[src/rtl/bp_update_scheduler.sv]
// Round-robin collector of resolved-branch outcomes feeding a FIFO that drains one
// update per cycle to the gshare predictor. Optional counters: define BP_SCHED_STATS_EN.
module bp_update_scheduler #(
    parameter int NUM_REQ    = 2,
    parameter int FIFO_DEPTH = 4,
    localparam int PW = $clog2(FIFO_DEPTH),
    localparam int CW = PW + 1,
    localparam int RW = $clog2(NUM_REQ)
) (
    input  logic                  clk_i,
    input  logic                  reset_ni,
    input  logic [NUM_REQ-1:0]    req_valid_i,
    output logic [NUM_REQ-1:0]    req_ready_o,
    input  logic [NUM_REQ*32-1:0] req_pc_i,
    input  logic [NUM_REQ-1:0]    req_taken_i,
    input  logic [NUM_REQ*32-1:0] req_target_i,
    input  logic [NUM_REQ-1:0]    req_pred_taken_i,
    input  logic [NUM_REQ*32-1:0] req_pred_target_i,
    input  logic                  hold_i,
    output logic                  update_en_o,
    output logic [31:0]           update_pc_o,
    output logic                  actual_taken_o,
    output logic [31:0]           actual_target_o,
    output logic [CW-1:0]         fifo_count_o
`ifdef BP_SCHED_STATS_EN
    ,
    output logic [31:0]           stat_updates_o,
    output logic [31:0]           stat_mispred_o
`endif
);

    logic [31:0]         r_pc_mem  [FIFO_DEPTH];
    logic [31:0]         r_tgt_mem [FIFO_DEPTH];
    logic [FIFO_DEPTH-1:0] r_taken_mem;
    logic [PW-1:0]       r_wr_ptr;
    logic [PW-1:0]       r_rd_ptr;
    logic [CW-1:0]       r_count;
    logic [RW-1:0]       r_rr_ptr;

    logic [31:0]         w_pc_arr  [NUM_REQ];
    logic [31:0]         w_tgt_arr [NUM_REQ];
    logic                w_full;
    logic                w_push;
    logic                w_pop;
    logic                w_gnt_vld;
    logic [RW-1:0]       w_gnt_idx;
    logic [RW-1:0]       w_rr_next;
    logic [NUM_REQ-1:0]  w_ready;

    for (genvar g = 0; g < NUM_REQ; g++) begin : g_unpack
        assign w_pc_arr[g]  = req_pc_i[32*g +: 32];
        assign w_tgt_arr[g] = req_target_i[32*g +: 32];
    end

    assign w_full = (r_count == CW'(FIFO_DEPTH));
    assign w_pop  = (r_count != '0) && !hold_i;

    // Scan from the round-robin pointer; a full queue refuses even when popping.
    always_comb begin
        logic [RW-1:0] idx;
        w_gnt_vld = 1'b0;
        w_gnt_idx = '0;
        w_ready   = '0;
        idx       = '0;
        if (reset_ni && !w_full) begin
            for (int k = 0; k < NUM_REQ; k++) begin
                idx = RW'((int'(r_rr_ptr) + k) % NUM_REQ);
                if (!w_gnt_vld && req_valid_i[idx]) begin
                    w_gnt_vld    = 1'b1;
                    w_gnt_idx    = idx;
                    w_ready[idx] = 1'b1;
                end
            end
        end
    end

    assign req_ready_o  = w_ready;
    assign w_push       = w_gnt_vld;
    assign w_rr_next    = (w_gnt_idx == RW'(NUM_REQ - 1)) ? '0 : w_gnt_idx + 1'b1;
    assign fifo_count_o = r_count;

    always_ff @(posedge clk_i) begin
        if (w_push) begin
            r_pc_mem[r_wr_ptr]    <= w_pc_arr[w_gnt_idx];
            r_tgt_mem[r_wr_ptr]   <= w_tgt_arr[w_gnt_idx];
            r_taken_mem[r_wr_ptr] <= req_taken_i[w_gnt_idx];
        end
    end

    always_ff @(posedge clk_i or negedge reset_ni) begin
        if (!reset_ni) begin
            r_wr_ptr        <= '0;
            r_rd_ptr        <= '0;
            r_count         <= '0;
            r_rr_ptr        <= '0;
            update_en_o     <= 1'b0;
            update_pc_o     <= '0;
            actual_taken_o  <= 1'b0;
            actual_target_o <= '0;
        end else begin
            if (w_push) begin
                r_wr_ptr <= r_wr_ptr + 1'b1;
                r_rr_ptr <= w_rr_next;
            end
            if (w_pop) begin
                r_rd_ptr        <= r_rd_ptr + 1'b1;
                update_pc_o     <= r_pc_mem[r_rd_ptr];
                actual_taken_o  <= r_taken_mem[r_rd_ptr];
                actual_target_o <= r_tgt_mem[r_rd_ptr];
            end
            update_en_o <= w_pop;
            r_count     <= r_count + CW'(w_push) - CW'(w_pop);
        end
    end

`ifdef BP_SCHED_STATS_EN
    logic [31:0]           w_ptgt_arr [NUM_REQ];
    logic [FIFO_DEPTH-1:0] r_misp_mem;
    logic                  w_misp;

    for (genvar g = 0; g < NUM_REQ; g++) begin : g_unpack_pred
        assign w_ptgt_arr[g] = req_pred_target_i[32*g +: 32];
    end

    assign w_misp = (req_pred_taken_i[w_gnt_idx] != req_taken_i[w_gnt_idx]) |
                    (req_taken_i[w_gnt_idx] & (w_ptgt_arr[w_gnt_idx] != w_tgt_arr[w_gnt_idx]));

    always_ff @(posedge clk_i) begin
        if (w_push) r_misp_mem[r_wr_ptr] <= w_misp;
    end

    always_ff @(posedge clk_i or negedge reset_ni) begin
        if (!reset_ni) begin
            stat_updates_o <= '0;
            stat_mispred_o <= '0;
        end else if (w_pop) begin
            stat_updates_o <= stat_updates_o + 32'd1;
            if (r_misp_mem[r_rd_ptr]) stat_mispred_o <= stat_mispred_o + 32'd1;
        end
    end
`else
    // Prediction inputs only feed the optional counters.
    logic w_unused_pred;
    assign w_unused_pred = ^{req_pred_taken_i, req_pred_target_i};
`endif

endmodule

[config.mk]
export PLATFORM = sky130hd
export DESIGN_NAME = bp_update_scheduler
export DESIGN_NICKNAME = d
export VERILOG_FILES = /design/src/rtl/bp_update_scheduler.sv
export SDC_FILE = /design/constraint.sdc
export NUM_CORES = 1
export LEC_CHECK = 0
export CAP_MARGIN = 30
export CORE_MARGIN = 8
export CORE_UTILIZATION = 45
export DETAILED_ROUTE_END_ITERATION = 12
export DONT_BUFFER_PORTS = 1
export PLACE_DENSITY = 0.68
export SYNTH_ARGS = -nofsm -noshare
export SYNTH_HDL_FRONTEND = slang
export SYNTH_SLANG_ARGS = --single-unit
[constraint.sdc]
create_clock -name clk_i -period 2.83 [get_ports clk_i]
set_input_delay 0.1415 -clock clk_i [delete_from_list [all_inputs] [get_ports clk_i]]
set_output_delay 0.1415 -clock clk_i [all_outputs]
set_load 0.02 [all_outputs]
==> results, run 1 <==
- At the placement stage, the worst setup path has a slack of 0.368 ns.
- The highest fanout seen on the critical path is 33.
- Data arrives at the worst endpoint at 2.94 ns.
- Setup violations remaining at the end of the flow were counted as 0.
- The detailed-routing iteration count for the pre-antenna-repair pass is 4.
- The critical path goes through or3b_4 -> nand4_4 -> buf_16 -> mux2_1 -> dlygate4sd3_1.
- The cell area after placement is 13700 µm².
- Across all hold checks on the routed design, the worst slack comes to 0.0480 ns.
- The share of post-route cells with drive strength above 1 is 31.0%.
- The total congestion overflow is 0.
- Synthesis inferred 334 register bits.
- The number of enable-type register cells in the synthesized netlist is 260.
- The number of top-level pins is 272.
- The number of antenna diodes in the final layout is 0.
- Setup repair after global routing left no endpoint under its margin.
- For this run, the leading register cell type out of synthesis is sky130_fd_sc_hd__edfxtp_1.
- In the layout the commonest cells are sky130_fd_sc_hd__edfxtp_1 (260), sky130_fd_sc_hd__dlygate4sd3_1 (134), sky130_fd_sc_hd__mux2_2 (73), sky130_fd_sc_hd__dfrtp_1 (72), sky130_fd_sc_hd__mux4_2 (65).
- The per-instance average area after synthesis is 22.3 µm².
- After detailed routing, the number of vias per cell comes to 5.37.
- The critical-path cell with the highest stage delay is sky130_fd_sc_hd__dlygate4sd3_1.
- The detail route stage leaves a number of antenna-violating nets equal to 0.
- The clock buffer count from CTS is 36.
- The number of cells on the worst hold path is 2.
- The path class of the tightest hold or removal check is in2reg.
- The clock tree buffer depth is 3.
- The worst ir drop on vdd is 0.625 mV.
- The fraction of registers with async set or reset after synthesis is 22.2%.
- In this run the critical register-to-register path is launched from fifo_count_o[2].
- The cell total after placement is 961.
- In this run the most critical hold path is launched from hold_i.
- The total length of routed wires is 27.1 mm.
- The worst setup path is captured at a flop.
- The number of DRC violations after detailed routing is 0.
- The flow ran to the end, and the final reports show no timing, DRC or antenna violations.
- The final cell utilization of the core is 56.3%.
- After routing, the total negative slack on setup checks comes to 0 ns.
- The number of nets in the synthesized netlist is 801.
- The number of synthesis warnings is 0.
- The count of buffers added on input and output ports is 0.
- For this configuration, the core starts out at a cell density of 45.9%.
- The core area is 28800 µm².
- The launch point of the worst path is fifo_count_o[2].
- Clock latency on the worst-skew pair, taken at its later pin, is 0.50 ns.
- Routability-driven placement finished with a final weighted congestion of 0.677.
- The layout has 2084 filler cells.
- For the final database, setup skew stands at 0.0119 ns.
- The global-route total usage across every layer is 15.3%.
- The number of maximum-capacitance violations is 0.
- The worst register-to-register path ends at r_tgt_mem[3][17].
- The count of standard-cell rows is 62.
- The clock root buffer is sky130_fd_sc_hd__clkbuf_16.
- In this run the static leakage power is 5.69 nW.
- The maximum number of pins on one net before global-route repair is 77.
- The critical path is of the reg2reg type.
- The mapped netlist covers 13200 µm².
- The number of setup buffers added after CTS is 0.
- The worst path meets setup with 0.114 ns of slack.
- The cell count after synthesis is 593.
- After the first detailed-routing iteration, the DRC count stood at 281.
- The maximum clock rate is 368 MHz.
- The delay of the slowest cell on the worst path is 0.63 ns.
- The total count of hold-check failures in the final report is 0.
- The height of the chip is 187 µm.
- The length in cells of the worst reg-to-reg path is 5.
- The die boundary width is 187 µm.
- The number of slew-limit violations in the final report is 0.
- The clock input transition at the sequential cells of the worst setup and hold paths is 0.06 ns.
- The library cell used most frequently in the layout, excluding fill and tap cells, is sky130_fd_sc_hd__edfxtp_1.
- Relative to the synthesized area, the layout overhead comes to 22.7%.
- Leaving out filler cells and counting taps, the final layout contains 1161.
- The overall die area is 35100 µm².
- For the worst setup path, the data required time is 3.05 ns.
- TritonCTS built the clock tree.
- The number of distinct standard cells referenced by the synthesized netlist is 30.
- The path with the worst hold slack has its endpoint at update_en_o.
- Once layout is done, the placed cells without fillers occupy 16200 µm².
- The number of global-route vias before repair is 7228.
- The number of clock sinks is 334.
- The final routed wire length divided by cell count is 23.3 µm.
- For this run, the post-layout net count is 959.
- The global-route wire length before repair is 42.1 mm.
- Once detailed placement completed, the half-perimeter wirelength came to 14.8 mm.
- The total power density per cell area is 1010 nW/µm².
- STA classifies the critical path startpoint as a flop.
- The clock period could shrink to 2.72 ns.
- The number of antenna violations at the first check in global routing is 1.
- The H-tree was split into 2 levels.
- The worst slew margin relative to its limit is 61.7%.
- Of the available clock period, the critical path in the final layout requires 96.0%.
- The worst-margin pin slew is 0.574 ns.
- Summing the sequential cell areas from Yosys gives 73.1% of the chip area.
- The register-to-register path setup slack is 0.11 ns.
- The sum of internal, switching and leakage power is 16.4 mW.
- The detailed-route via count is 6232.
[flip-flops by register name, summed over array words and instances, names as in the netlist]
register,count
actual_taken_o,1
actual_target_o,32
fifo_count_o,3
r_pc_mem,128
r_rd_ptr,2
r_rr_ptr,1
r_taken_mem,4
r_tgt_mem,128
r_wr_ptr,2
update_en_o,1
update_pc_o,32
[worst max-delay path by stage]
stage                       endpoint  slack (ns)  cells past startpoint
finish              r_tgt_mem[3][17]        0.11                      5
global route        r_tgt_mem[3][17]        0.03                      5
CTS                   r_pc_mem[3][6]        0.05                      5
detailed placement   fifo_count_o[2]        0.37                      9
global placement     fifo_count_o[2]        0.42                      9
floorplan            fifo_count_o[2]        0.37                     10
[per-layer routing]
layer,GRT usage [%],wire length (µm),vias up
li1,-,-,2717
met1,18.1,10800,3293
met2,26.9,14100,181
met3,3.86,1510,41
met4,4.67,599,0
met5,0,0,-
[cell usage after synthesis, types with 2 or more instances]
master	n	share of area [%]
sky130_fd_sc_hd__buf_2	7	0.27
sky130_fd_sc_hd__clkbuf_1	4	0.11
sky130_fd_sc_hd__buf_12	3	0.45
sky130_fd_sc_hd__mux4_2	65	11
sky130_fd_sc_hd__xnor2_1	3	0.20
sky130_fd_sc_hd__and2_1	4	0.19
sky130_fd_sc_hd__buf_6	6	0.51
sky130_fd_sc_hd__buf_1	5	0.14
sky130_fd_sc_hd__edfxtp_1	260	59
sky130_fd_sc_hd__mux2_2	73	6.2
sky130_fd_sc_hd__buf_4	3	0.17
sky130_fd_sc_hd__mux2_4	28	3.2
sky130_fd_sc_hd__inv_1	7	0.20
sky130_fd_sc_hd__mux2_1	30	2.6
sky130_fd_sc_hd__dfrtp_1	74	14
sky130_fd_sc_hd__xor2_1	2	0.13
sky130_fd_sc_hd__ha_1	6	0.57
[power breakdown]
| part | total [mW] | switching (mW) | internal (mW) | leakage (nW) |
|---|---|---|---|---|
| registers | 8.03 | 1.39 | 6.64 | 3.23 |
| logic | 3.87 | 1.63 | 2.24 | 1.89 |
| clock network | 4.52 | 1.80 | 2.72 | 0.562 |
[layout make-up]
class	count	area [µm²]	share of cell area, %
Clock buffer	52	1030	6.37
Tap cell	384	480	2.96
Timing Repair Buffer	149	1570	9.71
Sequential cell	334	9670	59.6
Clock inverter	12	116	0.718
Multi-Input combinational cell	223	3320	20.5
Inverter	7	26.3	0.162
[worst max-delay path, delay by kind of cell, from the launching register on]
kind / cells / cell delay (ns)
buf+inv: 2 / 0.88
flops: 1 / 0.52
mux: 1 / 0.37
simple gates: 2 / 0.63
[logic make-up (layout without fill, tap and decap cells)]
logic type,count (synthesis),after routing,share of synthesized area (%)
fa+ha+maj,7,7,0.720
buf+inv,36,220,1.97
mux,196,196,23.0
flops,334,334,73.1
xor+xnor,5,5,0.332
simple gates,11,11,0.578
compound gates,4,4,0.227
[repair_timing]
action                     CTS  global route
setup endpoints to repair    0           109
hold endpoints to repair   336             0
resized for setup            0             1
hold buffers               135             0
Note: power is estimated with default switching activity, not from simulation.
==> inputs of run 2 (changes only) <==
Settings changed: CELL_PAD_IN_SITES_DETAIL_PLACEMENT from default to 1, CELL_PAD_IN_SITES_GLOBAL_PLACEMENT from default to 2, CORE_UTILIZATION 45 to 43, PLACE_DENSITY 0.68 to 0.81, SLEW_MARGIN from default to 0.
==> run 2 against run 1 <==
Compared with the run above: hold slack worse by 0.0015 ns; worst setup slack worse by 0.029 ns; sequential power is 0.7% higher; via count grew 0.42%; register-to-register slack got worse by 0.03 ns; total power rose by 2.8%; clock-buffer cell count is 5 lower; global-route usage grew 1.2 points; cell count grew 0.86%; die area rose by 4.3%.
==> results, run 2 (synthesis results as in run 1) <==
- The clock input transition at the sequential cells of the worst setup and hold paths is 0.06 ns (about the same).
- The final sum of negative setup slack is 0 ns (unchanged).
- The remaining number of nets flagged by the antenna check after routing came to 0 (unchanged).
- The setup-violating endpoint count in the final report is 0 (unchanged).
- The startpoint identified for the worst hold timing path is reset_ni.
- The net count reported at finish is 958 (-0.10%).
- The cell area after placement was 13700 µm² (+0.33%).
- The number of top-level pins came to 272 (unchanged).
- The design internal power is 11.9 mW (+2.4%).
- In the layout the commonest cells are sky130_fd_sc_hd__edfxtp_1 (260), sky130_fd_sc_hd__dlygate4sd3_1 (134), sky130_fd_sc_hd__mux2_2 (73), sky130_fd_sc_hd__dfrtp_1 (72), sky130_fd_sc_hd__mux4_2 (65).
- The final design area excluding fillers came to 16300 µm² (+0.70%).
- The clock tree buffer depth is 3 (unchanged).
- The sort of element at the start of the critical path is a flop.
- The length in cells of the worst reg-to-reg path came to 5 (unchanged).
- The share of post-route cells with drive strength above 1 is 31.1% (+0.080 points).
- The number of non-filler instances in the completed layout was 1171 (+0.86%).
- The highest fanout seen on the critical path is 33 (unchanged).
- The number of DRC violations after detailed routing is 0 (unchanged).
- The worst hold path terminates at r_wr_ptr[0].
- The core area is 30400 µm² (+5.7%).
- The post-layout worst setup margin is 0.0858 ns (-0.0287 ns).
- The number of antenna violations at the first check in global routing is 0 (-1).
- The count of input and output buffers is 0 (unchanged).
- The number of clock sinks is 334 (unchanged).
- Traced cell by cell, the critical path runs through or3b_4 -> nand4_4 -> buf_16 -> mux2_2 -> dlygate4sd3_1.
- The die boundary width is 191 µm (+2.1%).
- The count of standard-cell rows is 64 (+3.2%).
- The total count of hold-check failures in the final report was 0 (unchanged).
- The clock buffer count from CTS came to 36 (unchanged).
- The number of buffers inserted by post-CTS setup repair was 0 (unchanged).
- The worst clock skew came to 0.0110 ns (-0.000816 ns).
- The clock period minus worst slack is 2.74 ns (+0.0287 ns).
- The detailed-route via count is 6258 (+0.42%).
- The H-tree level count was 2 (unchanged).
- The number of global-route vias before repair is 7459 (+3.2%).
- STA classifies the critical path endpoint as a flop.
- The worst slew margin relative to its limit came to 63.7% (+1.9 points).
- Leaving out fill and tap cells, the most frequent cell in the layout is sky130_fd_sc_hd__edfxtp_1.
- The class of the worst hold path is in2reg.
- The total congestion overflow is 0 (unchanged).
- The cell total after placement is 972 (+1.1%).
- The flow ran to the end, and the final reports show no timing, DRC or antenna violations.
- The clock insertion delay at the later pin of the skew report is 0.50 ns (about the same).
- The HPWL after detailed placement is 16.0 mm (+8.1%).
- The worst-margin pin slew is 0.547 ns (-0.0273 ns).
- The part of the power in registers is 47.9% (-1.0 points).
- The weighted congestion reported at the end of routability-driven placement was 0.663 (-2.1%).
- The initial cell density of the core is 43.4% (-2.5 points).
- The global-route total usage across every layer was 16.5% (+1.2 points).
- The critical-path cell with the highest stage delay is sky130_fd_sc_hd__dlygate4sd3_1.
- The maximum clock rate was 364 MHz (-1.0%).
- Setup repair after global routing left no endpoint under its margin.
- The height of the chip is 191 µm (+2.1%).
- The register-to-register path setup slack is 0.09 ns (-0.03 ns).
- The total power density per cell area is 1030 nW/µm² (+2.1%).
- The critical path is of the reg2reg type.
- The startpoint of the lowest-slack register-to-register path is fifo_count_o[0].
- The number of cells on the worst hold path came to 2 (unchanged).
- The net switching component of the power was 5.00 mW (+3.8%).
- The overall die area is 36600 µm² (+4.3%).
- The violation count after the first detailed-route iteration is 256 (-8.9%).
- The post-synthesis to final-layout area growth is 23.6%.
- The post-route clock period utilization was 97.0% (+1.0 points).
- The data required time at the worst endpoint is 3.05 ns (about the same).
- The worst path buffer plus inverter count is 2 (unchanged).
- The detailed-routing iteration count for the pre-antenna-repair pass is 4 (unchanged).
- The delay of the slowest cell on the worst path is 0.61 ns (-0.02 ns).
- The largest registers in the layout are r_pc_mem: 128 flops, r_tgt_mem: 128 flops.
- The final routed wire length divided by cell count came to 26.1 µm (+12%).
- The global-route wire length before repair was 45.8 mm (+8.9%).
- The count of antenna diodes in the layout is 0 (unchanged).
- The clock root buffer is sky130_fd_sc_hd__clkbuf_16.
- The clock tree from TritonCTS is done.
- The maximum number of pins on one net before global-route repair is 77 (unchanged).
- The number of slew-limit violations in the final report was 0 (unchanged).
- The endpoint of the lowest-slack register-to-register path is r_pc_mem[0][10].
- The total length of routed wires came to 30.6 mm (+13%).
- The number of fill cells is 2636 (+26%).
- The pre-CTS setup slack is 0.288 ns (-0.0793 ns).
- The cell leakage power is 5.71 nW (+0.46%).
- The critical path arrival is 2.97 ns (+0.03 ns).
- The clock power share is 28.6% (+1.1 points).
- The via density per instance is 5.34 (-0.44%).
- The net switching fraction of the power is 29.6% (+0.29 points).
- The worst ir drop on vdd was 0.630 mV (+0.81%).
- The sum of internal, switching and leakage power came to 16.9 mW (+2.8%).
- The gate family responsible for the most delay along the worst path is buffers and inverters.
- The number of maximum-capacitance violations came to 0 (unchanged).
- The portion of total power attributed to combinational logic came to 23.4% (-0.2 points).
run 2: how the worst max path moves through the flow:
| stage | startpoint | to | slack [ns] | cells after the start |
|---|---|---|---|---|
| detailed placement | fifo_count_o[0] | fifo_count_o[2] | 0.29 | 9 |
| global placement | fifo_count_o[0] | fifo_count_o[2] | 0.37 | 9 |
| CTS | fifo_count_o[0] | r_pc_mem[2][10] | 0.02 | 5 |
| finish | fifo_count_o[0] | r_pc_mem[0][10] | 0.09 | 5 |
| global route | fifo_count_o[0] | r_pc_mem[1][3] | 0.01 | 5 |
| floorplan | fifo_count_o[0] | fifo_count_o[2] | 0.37 | 10 |
run 2: routing by layer:
layer | vias up | share of wire (%) | GRT usage, %
met4 | 0 | 1.5 | 3.88
met2 | 161 | 56 | 31.2
met5 | - | 0 | 0
met1 | 3344 | 38 | 18.9
met3 | 37 | 4.9 | 3.12
li1 | 2716 | - | -
run 2: timing repair:
| item | 4_1_cts | 5_1_grt |
|---|---|---|
| gates resized for setup | 0 | 1 |
| endpoints found under the setup margin | 0 | 142 |
| endpoints found under the hold margin | 336 | 0 |
| hold buffers | 135 | 0 |
run 2: per-stage QoR:
stage	hold slack, ns	utilization [%]
floorplan	-0.154	-
global placement	-0.151	45.0
detailed placement	-0.152	45.0
CTS	0.0111	53.5
global route	0.0423	53.7
finish	0.0465	53.7
run 2: layout make-up:
| type | instances | area, µm² | share of cell area [%] |
|---|---|---|---|
| sequential | 334 | 9670 | 59.2 |
| multi-input combinational | 223 | 3320 | 20.3 |
| timing repair buffer | 148 | 1600 | 9.83 |
| clock buffer | 47 | 983 | 6.02 |
| tap | 396 | 495 | 3.03 |
| clock inverter | 16 | 234 | 1.43 |
| inverter | 7 | 26.3 | 0.161 |
run 2: power by group through the flow:
| stage | Sequential [mW] | Combinational, mW | Clock, mW |
|---|---|---|---|
| after floorplan | 7.71 | 3.09 | 0 |
| after global placement | 8.12 | 3.55 | 0 |
| after detailed placement | 8.21 | 3.71 | 0 |
| after CTS | 8.12 | 3.97 | 4.95 |
| after global routing | 8.23 | 4.28 | 5.12 |
| final | 8.09 | 3.96 | 4.83 |
run 2: worst reg2reg max path, cell delays in order (launching register included):
cell,delay (ns)
sky130_fd_sc_hd__dfrtp_1,0.51
sky130_fd_sc_hd__or3b_4,0.50
sky130_fd_sc_hd__nand4_4,0.17
sky130_fd_sc_hd__buf_16,0.25
sky130_fd_sc_hd__mux2_2,0.43
sky130_fd_sc_hd__dlygate4sd3_1,0.61
